**src/rtl/keypad_lock_ctrl.sv**
```systemverilog
// keypad_lock_ctrl: 4x4 keypad scanner with password entry, unlock pulse and lockout.
//
// Scans one keypad row at a time, debounces a single pressed key, applies its action
// once per press and waits for a debounced release before it scans again. Digit keys
// 0-B shift into the entry buffer. D is backspace, C clears the entry, F clears the
// entry and the failure count, and E submits the entry. MAX_FAIL wrong submissions in
// a row lock the keypad for LOCK_CYCLES cycles.
//
// Optional feature macro: KEYPAD_AUTO_RELOCK_EN adds the `relock` output. After an
// unlock, LOCK_CYCLES idle cycles (scanning with an empty buffer) produce one relock pulse.
//
// Ports:
//   clk         in   system clock, rising edge
//   reset       in   asynchronous, active-high
//   password    in   expected code; digit 0 (most recent key) in [3:0]
//   col         in   keypad columns, active-low
//   row         out  row drive, one-hot-low
//   buffer      out  entered digits; newest in [3:0]
//   valid       out  valid[i] set when digit i holds an entered key
//   key_strobe  out  one-cycle pulse per accepted key
//   key_code    out  code of the last accepted key
//   unlock      out  one-cycle pulse on a correct entry
//   is_wrong    out  level; last entry was wrong
//   locked_out  out  level; lockout active
//   fail_count  out  consecutive wrong attempts
//   relock      out  (KEYPAD_AUTO_RELOCK_EN only) one-cycle auto-relock pulse
module keypad_lock_ctrl #(
  parameter int unsigned N_DIGITS    = 4,
  parameter int unsigned SETTLE      = 2,
  parameter int unsigned DEBOUNCE    = 8,
  parameter int unsigned MAX_FAIL    = 3,
  parameter int unsigned LOCK_CYCLES = 1000000
) (
  input  logic                            clk,
  input  logic                            reset,
  input  logic [4*N_DIGITS-1:0]           password,
  input  logic [3:0]                      col,
  output logic [3:0]                      row,
  output logic [4*N_DIGITS-1:0]           buffer,
  output logic [N_DIGITS-1:0]             valid,
  output logic                            key_strobe,
  output logic [3:0]                      key_code,
  output logic                            unlock,
  output logic                            is_wrong,
  output logic                            locked_out,
`ifdef KEYPAD_AUTO_RELOCK_EN
  output logic                            relock,
`endif
  output logic [$clog2(MAX_FAIL+1)-1:0]   fail_count
);

  localparam int BW = 4 * N_DIGITS;
  localparam int FW = $clog2(MAX_FAIL + 1);
  localparam int SW = $clog2(SETTLE + 1);
  localparam int DW = $clog2(DEBOUNCE + 1);
  localparam int LW = $clog2(LOCK_CYCLES + 1);

  typedef enum logic [2:0] {StScan, StDeb, StAct, StRel, StLock} state_t;

  state_t          state;
  logic [1:0]      sel;
  logic [SW-1:0]   scan_cnt;
  logic [DW-1:0]   deb_cnt;
  logic [LW-1:0]   lock_cnt;
  logic [3:0]      cap_col;
  logic [3:0]      act_code;
  logic            entry_ok;

  // Row pattern driven for a given scan index.
  function automatic logic [3:0] row_of(input logic [1:0] s);
    case (s)
      2'd0:    return 4'b0111;
      2'd1:    return 4'b1011;
      2'd2:    return 4'b1101;
      default: return 4'b1110;
    endcase
  endfunction

  function automatic logic single_low(input logic [3:0] c);
    return (c == 4'b0111) || (c == 4'b1011) || (c == 4'b1101) || (c == 4'b1110);
  endfunction

  // Key code at the crossing of scan row s and column pattern c.
  function automatic logic [3:0] decode_key(input logic [1:0] s, input logic [3:0] c);
    case ({s, c})
      {2'd0, 4'b0111}: return 4'hF;
      {2'd0, 4'b1011}: return 4'hE;
      {2'd0, 4'b1101}: return 4'hD;
      {2'd0, 4'b1110}: return 4'hC;
      {2'd1, 4'b0111}: return 4'hA;
      {2'd1, 4'b1011}: return 4'h3;
      {2'd1, 4'b1101}: return 4'h6;
      {2'd1, 4'b1110}: return 4'h9;
      {2'd2, 4'b0111}: return 4'hB;
      {2'd2, 4'b1011}: return 4'h2;
      {2'd2, 4'b1101}: return 4'h5;
      {2'd2, 4'b1110}: return 4'h8;
      {2'd3, 4'b0111}: return 4'h0;
      {2'd3, 4'b1011}: return 4'h1;
      {2'd3, 4'b1101}: return 4'h4;
      default:         return 4'h7;
    endcase
  endfunction

  assign act_code = decode_key(sel, cap_col);
  assign entry_ok = (&valid) && (buffer == password);

  always_ff @(posedge clk or posedge reset) begin
    if (reset) begin
      state      <= StScan;
      sel        <= 2'd0;
      row        <= 4'b0111;
      scan_cnt   <= '0;
      deb_cnt    <= '0;
      lock_cnt   <= '0;
      cap_col    <= 4'hF;
      buffer     <= '0;
      valid      <= '0;
      key_strobe <= 1'b0;
      key_code   <= 4'h0;
      unlock     <= 1'b0;
      is_wrong   <= 1'b0;
      locked_out <= 1'b0;
      fail_count <= '0;
    end else begin
      key_strobe <= 1'b0;
      unlock     <= 1'b0;
      unique case (state)
        StScan: begin
          if (scan_cnt == SW'(SETTLE - 1)) begin
            scan_cnt <= '0;
            if (single_low(col)) begin
              cap_col <= col;
              deb_cnt <= '0;
              state   <= StDeb;
            end else begin
              sel <= sel + 2'd1;
              row <= row_of(sel + 2'd1);
            end
          end else begin
            scan_cnt <= scan_cnt + 1'b1;
          end
        end

        StDeb: begin
          if (col == cap_col) begin
            if (deb_cnt == DW'(DEBOUNCE - 1)) begin
              state <= StAct;
            end else begin
              deb_cnt <= deb_cnt + 1'b1;
            end
          end else begin
            // Bounce: rescan the same row from the start of its settle window.
            state <= StScan;
          end
        end

        StAct: begin
          key_strobe <= 1'b1;
          key_code   <= act_code;
          deb_cnt    <= '0;
          state      <= StRel;
          if (act_code <= 4'hB) begin
            if (!(&valid)) begin
              buffer <= (buffer << 4) | BW'(act_code);
              valid  <= (valid << 1) | N_DIGITS'(1);
            end
          end else if (act_code == 4'hD) begin
            buffer <= buffer >> 4;
            valid  <= valid >> 1;
          end else if (act_code == 4'hC) begin
            buffer   <= '0;
            valid    <= '0;
            is_wrong <= 1'b0;
          end else if (act_code == 4'hF) begin
            buffer     <= '0;
            valid      <= '0;
            is_wrong   <= 1'b0;
            fail_count <= '0;
          end else begin
            buffer <= '0;
            valid  <= '0;
            if (entry_ok) begin
              unlock     <= 1'b1;
              is_wrong   <= 1'b0;
              fail_count <= '0;
            end else begin
              is_wrong   <= 1'b1;
              fail_count <= fail_count + 1'b1;
              if (fail_count == FW'(MAX_FAIL - 1)) begin
                locked_out <= 1'b1;
                lock_cnt   <= '0;
                scan_cnt   <= '0;
                state      <= StLock;
              end
            end
          end
        end

        StRel: begin
          if (col == 4'b1111) begin
            if (deb_cnt == DW'(DEBOUNCE - 1)) begin
              scan_cnt <= '0;
              state    <= StScan;
            end else begin
              deb_cnt <= deb_cnt + 1'b1;
            end
          end else begin
            deb_cnt <= '0;
          end
        end

        StLock: begin
          // Rows keep cycling so the scan resumes naturally; columns are ignored.
          if (scan_cnt == SW'(SETTLE - 1)) begin
            scan_cnt <= '0;
            sel      <= sel + 2'd1;
            row      <= row_of(sel + 2'd1);
          end else begin
            scan_cnt <= scan_cnt + 1'b1;
          end
          if (lock_cnt == LW'(LOCK_CYCLES - 1)) begin
            locked_out <= 1'b0;
            fail_count <= '0;
            scan_cnt   <= '0;
            state      <= StScan;
          end else begin
            lock_cnt <= lock_cnt + 1'b1;
          end
        end

        default: state <= StScan;
      endcase
    end
  end

`ifdef KEYPAD_AUTO_RELOCK_EN
  logic          relock_pending;
  logic [LW-1:0] relock_cnt;

  // Idle timer: advances only while scanning with an empty entry; any key restarts it.
  always_ff @(posedge clk or posedge reset) begin
    if (reset) begin
      relock         <= 1'b0;
      relock_pending <= 1'b0;
      relock_cnt     <= '0;
    end else begin
      relock <= 1'b0;
      if (state == StAct) begin
        relock_cnt <= '0;
        if (act_code == 4'hE && entry_ok) begin
          relock_pending <= 1'b1;
        end
      end else if (relock_pending && state == StScan && valid == '0) begin
        if (relock_cnt == LW'(LOCK_CYCLES - 1)) begin
          relock         <= 1'b1;
          relock_pending <= 1'b0;
          relock_cnt     <= '0;
        end else begin
          relock_cnt <= relock_cnt + 1'b1;
        end
      end
    end
  end
`endif

endmodule
```
**config.mk**
```make
export PLATFORM = sky130hd
export DESIGN_NAME = keypad_lock_ctrl
export DESIGN_NICKNAME = d
export VERILOG_FILES = /design/src/rtl/keypad_lock_ctrl.sv
export SDC_FILE = /design/constraint.sdc
export NUM_CORES = 1
export LEC_CHECK = 0
export CAP_MARGIN = 20
export CORE_ASPECT_RATIO = 1.75
export CORE_MARGIN = 2
export CORE_UTILIZATION = 43
export DETAILED_ROUTE_END_ITERATION = 10
export GPL_TIMING_DRIVEN = 0
export HOLD_SLACK_MARGIN = 0.03
export PLACE_DENSITY = 0.76
export SLEW_MARGIN = 0
export SYNTH_ARGS = -nofsm -noshare
export SYNTH_HDL_FRONTEND = slang
export SYNTH_SLANG_ARGS = --single-unit
```
**constraint.sdc**
```tcl
create_clock -name clk -period 3.76 [get_ports clk]
set_input_delay 0.752 -clock clk [delete_from_list [all_inputs] [get_ports clk]]
set_output_delay 0.752 -clock clk [all_outputs]
set_load 0.02 [all_outputs]
```
==> summary.md, run 1 <==
| Metric | Value |
|---|---|
| Initial DRC Count | `226` |
| YS warnings | `0` |
| CTS root buffer | `clkbuf_16` |
| Sw Share | `0.320` |
| Hold Crit Depth | `2` |
| Maximum operating frequency | `350 MHz` |
| Number of flops mapped to enable cells by yosys | `0` |
| Clk slew on worst S/H paths | `0.06 ns` |
| Clock sinks | `69` |
| Mapped Cells | `455` |
| CTS Hold Bufs | `0` |
| Vias in the first global route | `3770` |
| Tightest Pin Transition | `0.867 ns` |
| RSZ-0062 raised after global routing | `false` |
| Total wire length | `10.8 mm` |
| Peak supply drop | `321 uV` |
| Area leader, netlist | `dfrtp_1` |
| CTS tree | `yes` |
| Gr usage total | `0.220` |
| Num ports | `56` |
| Status | `complete, no violations` |
| Setup TNS Final | `0 ns` |
| Pin count of the biggest net entering global routing | `70` |
| Avg WL per Cell | `16.7 microns` |
| DRC violations left | `0` |
| Seq/Total Area, Yosys | `0.428` |
| Post-CTS Setup Bufs | `0` |
| First-pass GRT wire length | `18.2 mm` |
| Area Overhead vs Synth | `25.4%` |
| Htree depth | `3` |
| CP Class | `flop to flop` |
| Flop pwr share | `0.350` |
| Worst-path maximum fanout | `10` |
| Via Count | `3758` |
| Overflow after GRT | `0` |
| Inst Count DP | `628` |
| Die height | `133 microns` |
| Final Skew | `0.00524 ns` |
| Power share of the combinational group | `0.289` |
| Fill cells | `854` |
| Internal | `1.87 mW` |
| Die ar. | `0.0103 sq mm` |
| Mapped Nets | `487` |
| Antenna violations before repair | `0` |
| Worst r2r path cells | `9` |
| Crit share post-route | `0.761` |
| Crit Reg-Reg Endpoint | `lock_cnt[2]` |
| Post-cts sizing count | `0` |
| Critical path required time | `3.99 ns` |
| Crit start category | `flop` |
| FF-to-FF Start | `cap_col[0]` |
| Sw power | `879 uW` |
| Routed Antenna Nets | `0` |
| Count of cell types in the netlist | `64` |
| Pre-Repair DR Iteration Count | `6` |
| Critical path capture point type | `flop` |
| Hold_sp | `key_code[0]` |
| Dpl hpwl | `7.73 mm` |
| Clock Latency Late Sink | `0.34 ns` |
| R2R Setup Slk | `0.90 ns` |
| Final nets | `551` |
| Row count | `46` |
| Seq cells post-synth | `69` |
| RePlAce Congestion | `0.925` |
| Max Cap Violations | `0` |
| Hold Path Sink | `key_code[0]` |
| Worst rel slew slack | `0.422` |
| Post-synth ARST share | `1.00` |
| Max Root-Sink Buffers | `2` |
| Crit path arrival time | `3.09 ns` |
| Area of the multi-input gates | `0.00217 sq mm` |
| Cell Count, Final, Fillers Out | `644` |
| CTS buffer count | `9` |
| Hold Path Class | `flop to flop` |
| PD cells | `539 mW/mm^2` |
| Post-synthesis cell area | `0.00406 sq mm` |
| Vias per cell | `5.84` |
| Ys flop type | `dfrtp_1` |
| Final setup viols | `0` |
| Initial Util | `0.446` |
| Critical path origin | `cap_col[0]` |
| Mapped Avg Cell Area | `8.92 sq um` |
| Fin. Hold Viols | `0` |
| Share of the synthesized area in the top cell type | `0.382` |
| Slew Limit Fails | `0` |
| Port bufs | `53` |
| Die X | `77.4 microns` |
| Min Tclk post-route | `2.86 ns` |
| Register Area | `0.00174 sq mm` |
| Core area | `0.00909 sq mm` |
| Number of diodes | `0` |
| Ratio of cells with drive above 1 in the final layout | `0.0821` |
| Leakage | `2.21 nW` |
| Top cells by area, synth | `dfrtp_1 38%, nand2_1 6.0%, o21ai_0 4.9%` |
| Clk pwr share | `0.361` |
## per-stage QoR
stage          area (sq um)  hold WS [ns]  utilization  setup slack [ns]  total power [mW]
2_1_floorplan          4060         0.466            -              1.28              1.52
3_3_place_gp           4740         0.462        0.521            0.0902              1.72
3_5_place_dp           4740         0.469        0.521             0.756              1.76
4_1_cts                5090         0.482        0.560             0.916              2.76
5_1_grt                5090         0.498        0.560             0.783              2.88
6_report               5090         0.477        0.560             0.900              2.74
## routing by layer
metal,track usage,vias to the layer above,part of all wire
met2,0.402,111,0.54
li1,-,1782,-
met3,0.0321,30,0.039
met5,0,-,0
met4,0.118,0,0.040
met1,0.240,1835,0.38
## final cells by class
type / count / share of cell area
clock inverter: 6 / 0.0216
tap: 120 / 0.0295
buffer: 23 / 0.0209
timing repair buffer: 53 / 0.104
inverter: 13 / 0.0101
sequential: 69 / 0.341
multi-input combinational: 350 / 0.426
clock buffer: 10 / 0.0470
## worst max path at each step
| stage | slack, ns | depth (start not counted) | end |
|---|---|---|---|
| floorplan | 1.28 | 1 | buffer[0] |
| global placement | 0.09 | 2 | sel[1] |
| detailed placement | 0.76 | 8 | lock_cnt[15] |
| CTS | 0.92 | 9 | lock_cnt[2] |
| global route | 0.78 | 9 | lock_cnt[2] |
| finish | 0.90 | 9 | lock_cnt[2] |
## cell usage in the layout (no fill, tap or decap), drive strengths merged, types with 7 or more instances in the layout
cell           synthesis  layout
nand2                 65      65
dfrtp                 62      62
clkdlybuf4s50          0      53
o21ai                 45      45
nor2                  35      35
clkbuf                17      27
nor3                  17      17
a21oi                 16      16
xor2                  16      16
inv                   13      13
nand3                 12      12
nand4                 11      11
a31oi                 11      11
ha                    10      10
nor4                   9       9
mux2                   8       8
and2                   7       7
xnor2                  7       7
a21o                   7       7
dfstp                  7       7
## cell usage after synthesis, types with 3 or more instances
| cell type | number |
|---|---|
| nand2_1 | 65 |
| dfrtp_1 | 62 |
| o21ai_0 | 40 |
| nor2_1 | 35 |
| nor3_1 | 17 |
| a21oi_1 | 16 |
| clkbuf_1 | 16 |
| xor2_1 | 16 |
| inv_1 | 13 |
| nand3_1 | 12 |
| a31oi_1 | 11 |
| nand4_1 | 11 |
| ha_1 | 10 |
| nor4_1 | 8 |
| a21o_1 | 7 |
| and2_1 | 7 |
| dfstp_2 | 7 |
| xnor2_1 | 7 |
| and3_1 | 6 |
| nor4b_1 | 6 |
| a22o_1 | 5 |
| o21ai_1 | 5 |
| mux2_1 | 4 |
| mux2_2 | 4 |
| o31ai_1 | 4 |
| a211o_1 | 3 |
| a221oi_1 | 3 |
| and4_1 | 3 |
| buf_2 | 3 |
| nor2b_1 | 3 |
| nor4bb_1 | 3 |
| o22ai_1 | 3 |
## critical path, cell delays in order (launching register included)
cell	delay [ns]
dfstp_2	0.57
inv_1	0.05
ha_1	0.32
nand3b_1	0.26
o22ai_2	0.35
o2111ai_2	0.21
a211oi_4	0.48
buf_6	0.22
o22ai_1	0.07
a21o_1	0.21
## power by group through the flow
stage | clock network (mW) | registers (mW) | logic [mW]
6_report | 0.991 | 0.961 | 0.793
5_1_grt | 1.04 | 0.980 | 0.864
3_5_place_dp | 0 | 0.973 | 0.782
3_3_place_gp | 0 | 0.967 | 0.751
2_1_floorplan | 0 | 0.988 | 0.533
4_1_cts | 1.00 | 0.962 | 0.796
## state kept, by name (all words and copies together), names as in the netlist, 3 cells and up
register / count
valid: 4
buffer: 16
cap_col: 4
row: 4
lock_cnt: 20
key_code: 4
state: 3
deb_cnt: 4
## cell families after synthesis
logic type      count (synthesis)  synth area share
xor+xnor                       23            0.0496
compound gates                116             0.188
mux                             9            0.0247
simple gates                  192             0.241
fa+ha+maj                      10            0.0308
flops                          69             0.428
buf+inv                        36            0.0382
(Power assumes the default switching activity.)
==> run 2, diff against run 1 <==
==> constraint.sdc (replaced) <==
create_clock -name clk -period 2.8 [get_ports clk]
set_input_delay 0.56 -clock clk [delete_from_list [all_inputs] [get_ports clk]]
set_output_delay 0.56 -clock clk [all_outputs]
set_load 0.02 [all_outputs]
==> summary.md, run 2 (synthesis results as in run 1) <==
| Metric | Value |
|---|---|
| Clock sinks | `69 (unchanged)` |
| Most common cell after layout, fill and taps aside | `nand2_1` |
| Cell Count, Final, Fillers Out | `646 (+0.31%)` |
| Htree depth | `3 (unchanged)` |
| Worst r2r path cells | `10 (+1)` |
| Number of diodes | `0 (unchanged)` |
| Fin util | `0.562 (+0.00248)` |
| Pre-Repair DR Iteration Count | `5 (-1)` |
| Clk pwr share | `0.360 (about the same)` |
| Vias in the first global route | `3770 (unchanged)` |
| Final setup viols | `0 (unchanged)` |
| Crit Reg-Reg Endpoint | `lock_cnt[2]` |
| Routed Antenna Nets | `0 (unchanged)` |
| Area Overhead vs Synth | `26.0%` |
| Overflow after GRT | `0 (unchanged)` |
| Crit start category | `flop` |
| CP max stage delay | `0.58 ns (about the same)` |
| Final nets | `553 (+0.36%)` |
| Initial DRC Count | `226 (unchanged)` |
| Worst path depth | `10 (+1)` |
| Via Count | `3768 (+0.27%)` |
| Clk slew on worst S/H paths | `0.06 ns (about the same)` |
| CP top delay family | `compound AO/OA/AOI/OAI gates` |
| Fin. Hold Viols | `0 (unchanged)` |
| Maximum operating frequency | `371 MHz (+6.2%)` |
| Cell area after layout | `0.00511 sq mm (+0.44%)` |
| Sw Share | `0.323 (+0.00291)` |
| Largest regs | `lock_cnt x20, buffer x16` |
| Slew Limit Fails | `0 (unchanged)` |
| Max Root-Sink Buffers | `2 (unchanged)` |
| Pin count of the biggest net entering global routing | `70 (unchanged)` |
| Most frequent cells in the layout | `65 x nand2_1, 62 x dfrtp_1, 53 x clkdlybuf4s50_1` |
| Crit path to | `lock_cnt[2]` |
| Final Skew | `0.00606 ns (+0.000821 ns)` |
| Ratio of cells with drive above 1 in the final layout | `0.0856 (+0.00349)` |
| Leakage | `2.22 nW (+0.47%)` |
| Largest Register | `lock_cnt` |
| Die height | `133 microns (unchanged)` |
| CP Class | `flop to flop` |
| First-pass GRT wire length | `18.2 mm (unchanged)` |
| CTS tree | `yes` |
| Crit path arrival time | `2.92 ns (-0.17 ns)` |
| Dpl hpwl | `7.73 mm (unchanged)` |
| R2R Setup Slk | `0.11 ns (-0.79 ns)` |
| Gr usage total | `0.220 (unchanged)` |
| Critical path origin | `cap_col[0]` |
| Buffers plus inverters on the worst setup path | `3 (+1)` |
| Max reg flops | `20 (unchanged)` |
| Clock Latency Late Sink | `0.34 ns (about the same)` |
| PD cells | `725 mW/mm^2 (+35%)` |
| Final Hold Slack | `0.477 ns (+0.000213 ns)` |
| Row count | `46 (unchanged)` |
| Placement Cell Area | `0.00474 sq mm (unchanged)` |
| RSZ-0062 raised after global routing | `false` |
| Setup TNS Final | `0 ns (unchanged)` |
| Die ar. | `0.0103 sq mm (unchanged)` |
| Tightest Pin Transition | `0.862 ns (-0.00520 ns)` |
| DRC violations left | `0 (unchanged)` |
| RePlAce Congestion | `0.925 (unchanged)` |
| Initial Util | `0.446 (unchanged)` |
| CTS Hold Bufs | `0 (unchanged)` |
| Internal | `2.51 mW (+35%)` |
| FF-to-FF Start | `cap_col[0]` |
| CTS root buffer | `clkbuf_16` |
| Hold Path Class | `flop to flop` |
| Worst-path maximum fanout | `10 (unchanged)` |
| Power share of the combinational group | `0.293 (+0.004)` |
| Total wire length | `10.8 mm (about the same)` |
| Sw power | `1.20 mW (+36%)` |
| Critical path required time | `3.03 ns (-0.96 ns)` |
| Worst rel slew slack | `0.425 (+0.00346)` |
| Inst Count DP | `628 (unchanged)` |
| CTS buffer count | `9 (unchanged)` |
| Die X | `77.4 microns (unchanged)` |
| Vias per cell | `5.83 (about the same)` |
| Flop pwr share | `0.348 (-0.002)` |
| Sequence of cells on the critical path | `inv_1 -> ha_1 -> nand3b_1 -> o22ai_4 -> o2111ai_2 -> a211oi_4 -> buf_4 -> buf_6 -> o22ai_1 -> a21o_1` |
| Port bufs | `53 (unchanged)` |
| Core area | `0.00909 sq mm (unchanged)` |
| Min Tclk post-route | `2.69 ns (-0.168 ns)` |
| Crit share post-route | `0.961 (+0.201)` |
| Max Cap Violations | `0 (unchanged)` |
| Status | `complete, no violations` |
| Critical path capture point type | `flop` |
| Antenna violations before repair | `0 (unchanged)` |
| Avg WL per Cell | `16.7 microns (-0.24%)` |
| Worst path slowest cell | `dfstp_2` |
| Num ports | `56 (unchanged)` |
| Peak supply drop | `433 uV (+35%)` |
run 2: changes by cell type in the layout (fill, tap and decap cells not counted):
| cell | previous run | this run |
|---|---|---|
| o22ai_4 | 0 | 1 |
| buf_4 | 2 | 4 |
| o22ai_2 | 1 | 0 |
run 2: what timing repair did:
item                                    4_1_cts  5_1_grt
buffers inserted                              0        2
gates resized for setup                       0        1
pin swaps                                     1        2
endpoints found under the setup margin        1        6
run 2: worst min path at each step:
stage	start	endpoint	slack [ns]	cells after the start
after floorplan	scan_cnt[0]	scan_cnt[0]	0.47	1
after detailed placement	key_code[1]	key_code[1]	0.47	2
final	key_code[1]	key_code[1]	0.48	2
after CTS	key_code[1]	key_code[1]	0.48	2
after global routing	row[1]	row[1]	0.50	2
after global placement	key_code[2]	key_code[2]	0.46	2
run 2: power groups by stage:
stage          clock, mW  combinational [mW]  sequential [mW]
2_1_floorplan          0               0.715             1.33
3_3_place_gp           0                1.01             1.30
3_5_place_dp           0                1.05             1.31
4_1_cts             1.35                1.07             1.29
5_1_grt             1.40                1.18             1.32
6_report            1.33                1.08             1.29
run 2: cell type report:
class,count,area [sq um]
plain buffers,23,106
clock buffers,10,239
clock inverters,6,110
fillers,853,3980
inverters,13,51.3
multi-input cells,350,2170
flip-flops and latches,69,1740
well taps,120,150
repair buffers,55,546
run 2: layer usage:
| metal | vias to the layer above | share of wire | global-route usage |
|---|---|---|---|
| met5 | - | 0 | 0 |
| met1 | 1827 | 0.37 | 0.240 |
| met4 | 0 | 0.041 | 0.118 |
| met2 | 126 | 0.54 | 0.402 |
| met3 | 32 | 0.045 | 0.0321 |
| li1 | 1783 | - | - |
run 2: worst min-delay path: stages (launching register included):
cell	delay, ns
dfrtp_1	0.34
nand2_1	0.04
o21ai_0	0.06
run 2: metrics by stage:
| step | setup slack, ns | total power, mW |
|---|---|---|
| after detailed placement | -0.0167 | 2.36 |
| after global placement | -0.678 | 2.31 |
| after CTS | 0.0104 | 3.71 |
| final | 0.108 | 3.71 |
| after floorplan | 0.411 | 2.04 |
| after global routing | 0.0212 | 3.89 |
==> run 3, diff against run 2 <==
--- a/config.mk
+++ b/config.mk
@@ -6,13 +6,15 @@
 export NUM_CORES = 1
 export LEC_CHECK = 0
 export CAP_MARGIN = 20
+export CELL_PAD_IN_SITES_DETAIL_PLACEMENT = 1
+export CELL_PAD_IN_SITES_GLOBAL_PLACEMENT = 2
 export CORE_ASPECT_RATIO = 1.75
 export CORE_MARGIN = 2
-export CORE_UTILIZATION = 43
+export CORE_UTILIZATION = 34
 export DETAILED_ROUTE_END_ITERATION = 10
 export GPL_TIMING_DRIVEN = 0
 export HOLD_SLACK_MARGIN = 0.03
-export PLACE_DENSITY = 0.76
+export PLACE_DENSITY = 0.92
 export SLEW_MARGIN = 0
 export SYNTH_ARGS = -nofsm -noshare
 export SYNTH_HDL_FRONTEND = slang
==> summary.md, run 3 (synthesis results as in run 1) <==
| Metric | Value |
|---|---|
| Status | `complete, no violations` |
| FF-to-FF Start | `cap_col[0]` |
| Maximum operating frequency | `378 MHz (+1.8%)` |
| CTS Hold Bufs | `0 (unchanged)` |
| Sw Share | `0.337 (+0.0138)` |
| RePlAce Congestion | `0.844 (-8.8%)` |
| PD cells | `714 mW/mm^2 (-1.6%)` |
| Clk slew on worst S/H paths | `0.06 ns (about the same)` |
| Fin. Hold Viols | `0 (unchanged)` |
| Total wire length | `12.2 mm (+13%)` |
| Slew Limit Fails | `0 (unchanged)` |
| Worst-path maximum fanout | `6 (-4)` |
| Critical path origin | `cap_col[0]` |
| CP max stage delay | `0.58 ns (about the same)` |
| Worst r2r path cells | `8 (-2)` |
| Min Tclk post-route | `2.65 ns (-0.0471 ns)` |
| Worst rel slew slack | `0.402 (-0.0232)` |
| Overflow after GRT | `0 (unchanged)` |
| Power share of the combinational group | `0.305 (+0.012)` |
| Cell Count, Final, Fillers Out | `661 (+2.3%)` |
| Max Root-Sink Buffers | `2 (unchanged)` |
| Area Overhead vs Synth | `26.1%` |
| Die ar. | `0.0129 sq mm (+25%)` |
| Worst path depth | `8 (-2)` |
| Largest Register | `lock_cnt` |
| Max reg flops | `20 (unchanged)` |
| Tightest Pin Transition | `0.897 ns (+0.0348 ns)` |
| Critical path capture point type | `flop` |
| Gr usage total | `0.200 (-0.0201)` |
| Critical path required time | `3.02 ns (about the same)` |
| Sw power | `1.23 mW (+2.8%)` |
| CP Class | `flop to flop` |
| CTS tree | `yes` |
| Leakage | `2.21 nW (-0.33%)` |
| CP top delay family | `compound AO/OA/AOI/OAI gates` |
| R2R Setup Slk | `0.15 ns (+0.05 ns)` |
| Peak supply drop | `296 uV (-32%)` |
| Pre-Repair DR Iteration Count | `4 (-1)` |
| Core area | `0.0116 sq mm (+27%)` |
| Die X | `86.6 microns (+12%)` |
| Ratio of cells with drive above 1 in the final layout | `0.0894 (+0.00380)` |
| Num ports | `56 (unchanged)` |
| Most common cell after layout, fill and taps aside | `nand2_1` |
| Fin util | `0.442 (-0.120)` |
| Via Count | `3792 (+0.64%)` |
| Avg WL per Cell | `18.5 microns (+11%)` |
| Most frequent cells in the layout | `65 x nand2_1, 62 x dfrtp_1, 53 x clkdlybuf4s50_1` |
| CTS buffer count | `9 (unchanged)` |
| Worst path slowest cell | `dfstp_2` |
| Routed Antenna Nets | `0 (unchanged)` |
| Max Cap Violations | `0 (unchanged)` |
| Flop pwr share | `0.354 (+0.006)` |
| Crit path to | `lock_cnt[12]` |
| Total power | `3.65 mW (-1.5%)` |
| Hold Path Class | `flop to flop` |
| Crit share post-route | `0.945 (-0.0168)` |
| Pin count of the biggest net entering global routing | `70 (unchanged)` |
| DRC violations left | `0 (unchanged)` |
| Crit start category | `flop` |
| Antenna violations before repair | `0 (unchanged)` |
| Dpl hpwl | `8.90 mm (+15%)` |
| Final nets | `553 (unchanged)` |
| Port bufs | `53 (unchanged)` |
| Clk pwr share | `0.341 (-0.019)` |
| Sequence of cells on the critical path | `ha_1 -> or3b_1 -> o22ai_4 -> o2111ai_2 -> a211oi_4 -> buf_4 -> nor2_2 -> a211o_1` |
| Number of diodes | `0 (unchanged)` |
| Initial Util | `0.350 (-0.0958)` |
| Internal | `2.42 mW (-3.5%)` |
| Clock Latency Late Sink | `0.34 ns (about the same)` |
| Fill cells | `1384 (+62%)` |
| Final Skew | `0.00863 ns (+0.00256 ns)` |
| Htree depth | `3 (unchanged)` |
| Crit path arrival time | `2.87 ns (-0.05 ns)` |
| Largest regs | `lock_cnt x20, buffer x16` |
| CTS root buffer | `clkbuf_16` |
| Die height | `149 microns (+12%)` |
| Crit Reg-Reg Endpoint | `lock_cnt[12]` |
| First-pass GRT wire length | `20.3 mm (+12%)` |
| Buffers plus inverters on the worst setup path | `1 (-2)` |
| Vias per cell | `5.74 (-1.6%)` |
| Clock sinks | `69 (unchanged)` |
| Inst Count DP | `643 (+2.4%)` |
| Final setup viols | `0 (unchanged)` |
| Vias in the first global route | `4084 (+8.3%)` |
| Initial DRC Count | `156 (-31%)` |
| Row count | `52 (+13%)` |
run 3: stage by stage:
stage | setup TNS [ns] | worst slack (ns) | cell area (sq um) | hold WS, ns
finish | 0 | 0.155 | 5120 | 0.472
global route | -0.00185 | -0.00185 | 5120 | 0.507
CTS | 0 | 0.112 | 5100 | 0.478
detailed placement | -0.0381 | -0.0381 | 4760 | 0.463
global placement | -49.40 | -0.793 | 4760 | 0.459
floorplan | 0 | 0.411 | 4060 | 0.466
run 3: repair_timing:
item                                   in CTS  in global routing
setup buffers                               2                  0
resized for setup                           0                  5
endpoints found under the hold margin       0                  0
pin swaps                                   1                  1
setup endpoints to repair                   1                  8
run 3: worst register-to-register path: stages (launching register included):
cell and delay, ns:
dfstp_2 0.58, ha_1 0.26, or3b_1 0.45, o22ai_4 0.21
o2111ai_2 0.19, a211oi_4 0.28, buf_4 0.20, nor2_2 0.05
a211o_1 0.32
run 3: cell type report:
cell class | count | area (sq um) | share of cell area
Buffer | 23 | 106 | 0.0208
Clock buffer | 10 | 239 | 0.0467
Clock inverter | 6 | 86.3 | 0.0169
Inverter | 13 | 51.3 | 0.0100
Multi-Input combinational cell | 350 | 2190 | 0.427
Sequential cell | 69 | 1740 | 0.339
Tap cell | 135 | 169 | 0.0330
Timing Repair Buffer | 55 | 546 | 0.107
run 3: worst min path at each step:
| stage | from | endpoint | slack, ns | depth (start not counted) |
|---|---|---|---|---|
| finish | key_code[2] | key_code[2] | 0.47 | 2 |
| global route | key_code[2] | key_code[2] | 0.51 | 2 |
| CTS | key_code[2] | key_code[2] | 0.48 | 2 |
| detailed placement | key_code[2] | key_code[2] | 0.46 | 2 |
| global placement | key_code[2] | key_code[2] | 0.46 | 2 |
| floorplan | scan_cnt[0] | scan_cnt[0] | 0.47 | 1 |
run 3: layer usage:
metal  up-vias  wire [microns]  GRT usage
li1       1784               -          -
met1      1919            4480      0.211
met2        58            7040      0.372
met3        31             259     0.0305
met4         0             453      0.102
met5         -               0          0
run 3: power by group through the flow:
stage                     Sequential, mW  Clock (mW)  Combinational (mW)
final                               1.29        1.24                1.12
after global routing                1.32        1.30                1.22
after CTS                           1.30        1.26                1.09
after detailed placement            1.31           0                1.08
after global placement              1.30           0                1.04
after floorplan                     1.33           0               0.715
